[config.mk]
export PLATFORM = sky130hd
export DESIGN_NAME = alu_cmd_driver
export DESIGN_NICKNAME = d
export VERILOG_FILES = /design/src/rtl/alu_pkg.sv /design/src/rtl/alu_cmd_driver_stats.sv /design/src/rtl/alu_cmd_driver.sv
export SDC_FILE = /design/constraint.sdc
export NUM_CORES = 1
export LEC_CHECK = 0
export BUFFER_PORTS_ARGS = -buffer_cell sky130_fd_sc_hd__buf_2
export CORE_AREA = 2 2 127 117
export DETAILED_ROUTE_END_ITERATION = 10
export DIE_AREA = 0 0 129 119
export PLACE_DENSITY = 0.49
export SLEW_MARGIN = 0
export SYNTH_ARGS = -nofsm -noshare
export SYNTH_HDL_FRONTEND = slang
export SYNTH_SLANG_ARGS = --single-unit
[constraint.sdc]
create_clock -name clk -period 6.5 [get_ports clk]
set_input_delay 0.975 -clock clk [delete_from_list [all_inputs] [get_ports clk]]
set_output_delay 0.975 -clock clk [all_outputs]
set_load 0.02 [all_outputs]
[src/rtl/alu_pkg.sv]
// Shared op codes, widths, FSM encoding and result-width helpers for the ALU command driver.
package alu_pkg;

  localparam int ALU_OPW  = 16;
  localparam int ALU_RESW = 15;
  localparam int RESP_W   = 30;

  // Driver-level op codes; 0..6 map 1:1 onto ALU commands, MULW is sequenced as MP0 then MP1.
  localparam logic [2:0] OP_ADD  = 3'd0;
  localparam logic [2:0] OP_SUB  = 3'd1;
  localparam logic [2:0] OP_AND  = 3'd2;
  localparam logic [2:0] OP_MP0  = 3'd3;
  localparam logic [2:0] OP_MP1  = 3'd4;
  localparam logic [2:0] OP_DIV  = 3'd5;
  localparam logic [2:0] OP_MOD  = 3'd6;
  localparam logic [2:0] OP_MULW = 3'd7;

  localparam logic [1:0] ST_IDLE    = 2'd0;
  localparam logic [1:0] ST_EXEC    = 2'd1;
  localparam logic [1:0] ST_EXEC_LO = 2'd2;
  localparam logic [1:0] ST_RESP    = 2'd3;

  function automatic logic f_is_divmod(input logic [2:0] op);
    return (op == OP_DIV) || (op == OP_MOD);
  endfunction

  function automatic logic [2:0] f_first_cmd(input logic [2:0] op);
    return (op == OP_MULW) ? OP_MP0 : op;
  endfunction

  // Arithmetic results are signed 15-bit values; logical and product slices are unsigned.
  function automatic logic [RESP_W-1:0] f_extend(input logic [2:0] op,
                                                 input logic [ALU_RESW-1:0] res);
    logic [RESP_W-1:0] v;
    case (op)
      OP_ADD, OP_SUB, OP_DIV, OP_MOD: v = {{(RESP_W-ALU_RESW){res[ALU_RESW-1]}}, res};
      default:                        v = {{(RESP_W-ALU_RESW){1'b0}}, res};
    endcase
    return v;
  endfunction

endpackage

[src/rtl/alu_cmd_driver_stats.sv]
// Saturating response/error counters for the ALU command driver (used when ALU_CMD_DRIVER_STATS_EN is defined).
module alu_cmd_driver_stats (
  input  logic        clk,
  input  logic        reset,
  input  logic        i_resp_hs,
  input  logic        i_resp_err,
  output logic [15:0] o_stat_ops,
  output logic [7:0]  o_stat_errs
);

  logic [15:0] r_ops;
  logic [7:0]  r_errs;

  always_ff @(posedge clk or posedge reset) begin
    if (reset) begin
      r_ops  <= '0;
      r_errs <= '0;
    end else if (i_resp_hs) begin
      if (r_ops != '1) r_ops <= r_ops + 16'd1;
      if (i_resp_err && (r_errs != '1)) r_errs <= r_errs + 8'd1;
    end
  end

  assign o_stat_ops  = r_ops;
  assign o_stat_errs = r_errs;

endmodule

[src/rtl/alu_cmd_driver.sv]
// Initiator for the combinational ALU: latches a request, holds ALU inputs SETTLE_CYCLES, captures the result.
// Define ALU_CMD_DRIVER_STATS_EN to add the stat_ops/stat_errs counter outputs.
module alu_cmd_driver
  import alu_pkg::*;
#(
  parameter int SETTLE_CYCLES = 2
) (
  input  logic                clk,
  input  logic                reset,
  input  logic                req_valid,
  output logic                req_ready,
  input  logic [2:0]          req_op,
  input  logic [ALU_OPW-1:0]  req_a,
  input  logic [ALU_OPW-1:0]  req_b,
  output logic [ALU_OPW-1:0]  alu_a,
  output logic [ALU_OPW-1:0]  alu_b,
  output logic [2:0]          alu_command,
  input  logic [ALU_RESW-1:0] alu_result,
  output logic                resp_valid,
  input  logic                resp_ready,
  output logic [RESP_W-1:0]   resp_data,
  output logic                resp_err,
`ifdef ALU_CMD_DRIVER_STATS_EN
  output logic [15:0]         stat_ops,
  output logic [7:0]          stat_errs,
`endif
  output logic [1:0]          o_dbg_state
);

  // Handshakes: a request transfers on a rising edge where req_valid && req_ready; a response
  // transfers on a rising edge where resp_valid && resp_ready. Neither side may withdraw early.

  localparam logic [3:0] SETTLE_LD = 4'(SETTLE_CYCLES);

  logic [1:0]          r_state;
  logic [1:0]          w_state_nxt;
  logic                r_req_ready;
  logic [2:0]          r_op;
  logic [3:0]          r_cnt;
  logic [ALU_RESW-1:0] r_hi;
  logic [ALU_OPW-1:0]  r_alu_a;
  logic [ALU_OPW-1:0]  r_alu_b;
  logic [2:0]          r_alu_cmd;
  logic                r_resp_valid;
  logic                r_resp_err;
  logic [RESP_W-1:0]   r_resp_data;

  logic w_accept;
  logic w_div0;
  logic w_settled;
  logic w_resp_hs;

  assign w_accept  = req_valid && r_req_ready;
  assign w_div0    = f_is_divmod(req_op) && (req_b[ALU_OPW-1:1] == '0);
  assign w_settled = (r_cnt == 4'd1);
  assign w_resp_hs = r_resp_valid && resp_ready;

  always_comb begin
    w_state_nxt = r_state;
    case (r_state)
      ST_IDLE:    if (w_accept) w_state_nxt = w_div0 ? ST_RESP : ST_EXEC;
      ST_EXEC:    if (w_settled) w_state_nxt = (r_op == OP_MULW) ? ST_EXEC_LO : ST_RESP;
      ST_EXEC_LO: if (w_settled) w_state_nxt = ST_RESP;
      ST_RESP:    if (w_resp_hs) w_state_nxt = ST_IDLE;
      default:    w_state_nxt = ST_IDLE;
    endcase
  end

  always_ff @(posedge clk or posedge reset) begin
    if (reset) begin
      r_state      <= ST_IDLE;
      r_req_ready  <= 1'b0;
      r_op         <= OP_ADD;
      r_cnt        <= '0;
      r_hi         <= '0;
      r_alu_a      <= '0;
      r_alu_b      <= '0;
      r_alu_cmd    <= OP_ADD;
      r_resp_valid <= 1'b0;
      r_resp_err   <= 1'b0;
      r_resp_data  <= '0;
    end else begin
      r_state     <= w_state_nxt;
      r_req_ready <= (w_state_nxt == ST_IDLE);
      case (r_state)
        ST_IDLE: begin
          if (w_accept) begin
            r_op <= req_op;
            // A zero divisor never reaches the ALU, so its inputs keep their last values.
            if (!w_div0) begin
              r_alu_a   <= req_a;
              r_alu_b   <= req_b;
              r_alu_cmd <= f_first_cmd(req_op);
              r_cnt     <= SETTLE_LD;
            end
          end
        end
        ST_EXEC: begin
          if (w_settled) begin
            if (r_op == OP_MULW) begin
              r_hi      <= alu_result;
              r_alu_cmd <= OP_MP1;
              r_cnt     <= SETTLE_LD;
            end else begin
              r_resp_data  <= f_extend(r_op, alu_result);
              r_resp_valid <= 1'b1;
            end
          end else begin
            r_cnt <= r_cnt - 4'd1;
          end
        end
        ST_EXEC_LO: begin
          if (w_settled) begin
            r_resp_data  <= {r_hi, alu_result};
            r_resp_valid <= 1'b1;
          end else begin
            r_cnt <= r_cnt - 4'd1;
          end
        end
        ST_RESP: begin
          // Only the divide-by-zero path enters RESP with no response raised yet.
          if (!r_resp_valid) begin
            r_resp_valid <= 1'b1;
            r_resp_err   <= 1'b1;
            r_resp_data  <= '0;
          end else if (resp_ready) begin
            r_resp_valid <= 1'b0;
            r_resp_err   <= 1'b0;
          end
        end
        default: ;
      endcase
    end
  end

  assign req_ready   = r_req_ready;
  assign alu_a       = r_alu_a;
  assign alu_b       = r_alu_b;
  assign alu_command = r_alu_cmd;
  assign resp_valid  = r_resp_valid;
  assign resp_err    = r_resp_err;
  assign resp_data   = r_resp_data;
  assign o_dbg_state = r_state;

`ifdef ALU_CMD_DRIVER_STATS_EN
  alu_cmd_driver_stats u_stats (
    .clk         (clk),
    .reset       (reset),
    .i_resp_hs   (w_resp_hs),
    .i_resp_err  (r_resp_err),
    .o_stat_ops  (stat_ops),
    .o_stat_errs (stat_errs)
  );
`endif

endmodule

-- Yosys cells after proc, flatten, opt, wreduce, memory -nomap -nowiden
Index checks and enable logic that the tools add are counted.
- flip-flop bits (word level): 92
- logic and storage cells: 87
- input bits: 54
- output and inout bits: 70
- eq/ne operators: 21
- add/subtract/negate cells: 1
- reduce and logical (&&, ||, !) cells: 20
- multiplexer cells: 33
- bitwise operators: 1
- operator list (kind ; count):
    2-to-1 mux 30 bit ; 5
    one-hot mux 30 bit (3 select lines) ; 1
    2-to-1 mux 4 bit ; 5
    equality test 3 bit, second input constant ; 6
    != test 2 bit, second input constant ; 9
    zero test 15 bit ; 1
    2-to-1 mux 3 bit ; 5
    AND reduction 5 bit ; 3
    one-hot mux 4 bit (3 select lines) ; 1
    2-to-1 mux 2 bit ; 5
    2-to-1 mux 1 bit ; 8
    one-hot mux 2 bit (4 select lines) ; 1
    one-hot mux 3 bit (2 select lines) ; 1
    AND reduction 3 bit ; 2
    nonzero test 3 bit ; 2
    equality test 2 bit, second input constant ; 2
    equality test 4 x 1 -> 1 bit, second input constant ; 1
    zero test 2 bit ; 2
    AND reduction 2 bit ; 2
    AND reduction 4 bit ; 1
    OR reduction 4 bit ; 1
    subtractor 4 x 1 -> 4 bit, second input constant ; 1
    equality test 3 x 1 -> 1 bit, second input constant ; 1
    logical AND 1 bit ; 3
    other kinds (7) ; 7

-- Logic depth before layout (Yosys ltp)
- depth in word-level cells: 7
- gate-level depth with buffers: 8

-- Worst setup path after synthesis
Ideal clock, no wire load.
- path kind: input-to-reg
- start point: input req_b[1]
- end point: register r_alu_a[0], in the netlist alu_a[0]
- stages: 5
- library setup time: 125 ps
- setup slack: 3984 ps
- required time: 6375 ps
- arrival: 2391 ps
- cell sequence: or4_1 > nor3b_2 > a21o_4 > buf_12 > mux2_4
- longest elaborated chain between the ends: 4
- RTL lines (element ; line ; source):
    from (decl) ; alu_cmd_driver.sv:14 ; input logic [ALU_OPW-1:0] req_b,
    zero test 15 bit ; alu_cmd_driver.sv:54 ; assign w_div0 = f_is_divmod(req_op) && (req_b[ALU_OPW-1:1] == '0);
    logical AND 1 bit ; alu_cmd_driver.sv:54 ;
    NOT 1 bit (no line) ; -- ;
    AND reduction 3 bit (no line) ; -- ;
    to (signal assigned) ; alu_cmd_driver.sv:91 ; r_alu_a <= req_a;
    to (decl) ; alu_cmd_driver.sv:41 ; logic [ALU_OPW-1:0] r_alu_a;
Every way passes these cells.
A chain may end at the register's enable or synchronous reset.

-- Worst setup path after layout
- start point: register r_state[1], in the netlist o_dbg_state[1]
- end point: register r_alu_cmd[1], in the netlist alu_command[1]
- longest elaborated chain between the ends: 3
- elaborated cells on any way between the ends: 9
- RTL lines (element ; line ; source):
    from (decl) ; alu_cmd_driver.sv:35 ; logic [1:0] r_state;
    from (signal assigned) ; alu_cmd_driver.sv:83 ; r_state <= w_state_nxt;
    equality test 2 x 1 -> 1 bit / zero test 2 bit (equally long branches) ; alu_cmd_driver.sv:85 ; case (r_state)
    != test 2 bit (no line) / nonzero test 2 bit (equally long branches) ; -- ;
    AND reduction 5 bit (no line) ; -- ;
    to (signal assigned) ; alu_cmd_driver.sv:93 ; r_alu_cmd <= f_first_cmd(req_op);
    to (decl) ; alu_cmd_driver.sv:43 ; logic [2:0] r_alu_cmd;
Several ways; a longest one is shown, not always the timed one.

==> reports/qor.txt <==
outcome: completed
first-pass GRT wire length: 15.35 mm
final WL: 9.280 mm
# setup viols final: 0
worst min path class: reg -> reg
core area: 14240 sq um
upper clock frequency limit: 371.5 MHz
worst clock skew: 0.008097 ns
Die Ht: 119 um
post_cts resized: 0
critical path cell sequence: inv_1 -> ha_1 -> nand2_1 -> nor2_2 -> o22ai_2 -> mux2_1
Max-Cap Viols: 0
cts bufs inserted: 9
Gate Count Post-Synth: 342
Sequential Power Share: 35.5%
Pint: 1.573 mW
clk buf depth: 2
Peak VDD IR: 0.2248 mV
Comb pwr share: 46.2%
Leak: 2.644 nW
EDFF count, synth: 0
RSZ-0062 raised after global routing: no
CP arrival: 2.92 ns
I/O Buffers: 123
RD Place Congestion: 0.6905
total die area: 15350 sq um
Clk network pwr share: 18.3%
Clock Latency Late Sink: 0.35 ns
post-CTS setup buffers: 0
fraction of layout cells with a size suffix above 1: 43.38%
final hold vios: 0
register bit total from synthesis: 92
final net count: 525
die width: 129 um
htree depth: 3
per-cell routed wire length: 13.93 um
kind of cell adding the most delay to the critical path: simple AND/OR/NAND/NOR gates
all-layer global routing usage: 12.96%
post-route cell area: 5189 sq um
GRT overflow: 0
setup tns final: 0 ns
# hold bufs at CTS: 0
Critical Path Source Type: flop
YS warnings: 0
via density per instance: 4.354
largest net degree at the start of global routing: 61
initial antenna violation count: 0
Antenna Violating Nets Remaining: 0
row count: 42
DRC: 0
dpl cell area: 4918 sq um
pwr dens: 512.8 nW/um^2
delay of the slowest critical-path stage: 0.76 ns
post-synthesis area per instance: 12.09 sq um
share of flip-flops with an asynchronous set or reset: 100.0%
Worst Path Buf+Inv: 1
crit path kind: reg -> reg
router iterations before antenna repair: 4
# clock sinks: 92
CTS root buffer: clkbuf_16
vias: 2900
Worst setup EP type: flop
Ports: 124
WP data required: 6.73 ns
most frequent cells in the layout: buf_2, dfrtp_1, nand2_1, o21ai_0, mux2_4
final worst-path cycle share: 41.41%
Synth Net Count: 404
antenna diode count: 0
Worst-Margin Slew: 0.9487 ns
layout overhead on the synthesized area: 25.51%
NetSw: 1.088 mW
Slew HR: 36.68%
sequential share of the synthesized area: 55.69%
Netlist Area Pre-Place: 4134 sq um
CP Max Fanout: 16
initial drt markers: 123
vias in the first global route: 2998
Slew Viols, Final: 0
Clock Pin Slew Worst Setup and Hold Paths: 0.06 ns
fill count: 1456
switch share: 40.90%
commonest non-fill, non-tap cell in the layout: buf_2
Slowest cell on crit path: nor2_2
Starting Density: 29.03%
dpl hpwl: 6.740 mm
Top FF cell, synth: dfrtp_1
Synth cell types: 46
Tmin final: 2.692 ns
CTS tree: yes
## cell families after synthesis
family / count (synthesis) / share of synthesized area (%)
AOI/OAI and AO/OA: 73 / 10.17
xor gates and xnor gates: 2 / 0.4238
adders and majority gates: 8 / 2.421
buffers and inverters: 24 / 3.511
DFF: 92 / 55.69
muxes: 54 / 17.40
and+or+nand+nor: 89 / 10.38
## flip-flops by register name, summed over array words and instances, names as in the netlist
register,flops
alu_a,16
alu_b,16
alu_command,3
o_dbg_state,2
r_cnt,4
r_hi,15
r_op,3
req_ready,1
resp_data,30
resp_err,1
resp_valid,1
## cell usage after synthesis (3+ instances only)
| cell type | instances | share of area (%) |
|---|---|---|
| a21oi_1 | 21 | 2.5 |
| buf_12 | 3 | 1.5 |
| buf_2 | 5 | 0.61 |
| clkbuf_1 | 7 | 0.64 |
| dfrtp_1 | 92 | 56 |
| ha_1 | 8 | 2.4 |
| inv_1 | 8 | 0.73 |
| mux2_2 | 21 | 5.7 |
| mux2_4 | 30 | 11 |
| nand2_1 | 54 | 4.9 |
| nor2_1 | 8 | 0.73 |
| nor2b_1 | 3 | 0.45 |
| nor3_1 | 5 | 0.61 |
| o21ai_0 | 33 | 4.0 |
| o21ai_1 | 5 | 0.61 |
| or4_1 | 3 | 0.54 |
## final timing paths
kind | startpoint | to | slack (ns) | cells after the start
max | o_dbg_state[1]$_DFF_PP0_ | alu_command[1]$_DFFE_PP0P_ | 3.81 | 6
min | resp_data[4]$_DFFE_PP0P_ | resp_data[4]$_DFFE_PP0P_ | 0.47 | 2
max reg2reg | o_dbg_state[1]$_DFF_PP0_ | alu_command[1]$_DFFE_PP0P_ | 3.81 | 6
min reg2reg | resp_data[4]$_DFFE_PP0P_ | resp_data[4]$_DFFE_PP0P_ | 0.47 | 2
max in group asynchronous | reset | resp_data[4]$_DFFE_PP0P_ | 4.74 | 3
min in group asynchronous | reset | alu_a[12]$_DFFE_PP0P_ | 0.62 | 2
## stage by stage
| step | utilization [%] | std cells | worst slack [ns] | hold WS (ns) | power, mW |
|---|---|---|---|---|---|
| 2_1_floorplan | - | 342 | 3.133 | 0.4810 | 1.831 |
| 3_3_place_gp | 34.54 | 650 | 3.560 | 0.4611 | 2.185 |
| 3_5_place_dp | 34.54 | 650 | 3.498 | 0.4647 | 2.203 |
| 4_1_cts | 36.43 | 666 | 3.755 | 0.4793 | 2.712 |
| 5_1_grt | 36.43 | 666 | 3.560 | 0.4944 | 2.870 |
| 6_report | 36.43 | 666 | 3.808 | 0.4740 | 2.661 |
## power by group through the flow
stage               clock network, mW  registers [mW]  logic, mW
floorplan                           0            1.18      0.654
global placement                    0           0.948       1.24
detailed placement                  0           0.950       1.25
CTS                             0.512           0.949       1.25
global route                    0.535           0.976       1.36
finish                          0.487           0.944       1.23
## worst min-delay path: cells and delay by family, from the launching register on
kind | cells | cell delay [ns]
compound gates | 1 | 0.06
simple gates | 1 | 0.05
flops | 1 | 0.33
## layout make-up
| type | count | area (sq um) | area share, % |
|---|---|---|---|
| Clock buffer | 11 | 242.7 | 4.678 |
| Clock inverter | 5 | 27.53 | 0.5305 |
| Inverter | 8 | 32.53 | 0.6270 |
| Multi-Input combinational cell | 226 | 1698 | 32.72 |
| Sequential cell | 92 | 2302 | 44.37 |
| Tap cell | 198 | 247.7 | 4.775 |
| Timing Repair Buffer | 126 | 638.1 | 12.30 |
## routing by layer
metal	vias to the layer above	GRT usage [%]	share of wire, %
li1	1435	-	-
met1	1363	16.69	46
met2	95	19.64	45
met3	7	6.155	8.0
met4	0	3.261	0.92
met5	-	0	0
(Power assumes the default switching activity.)
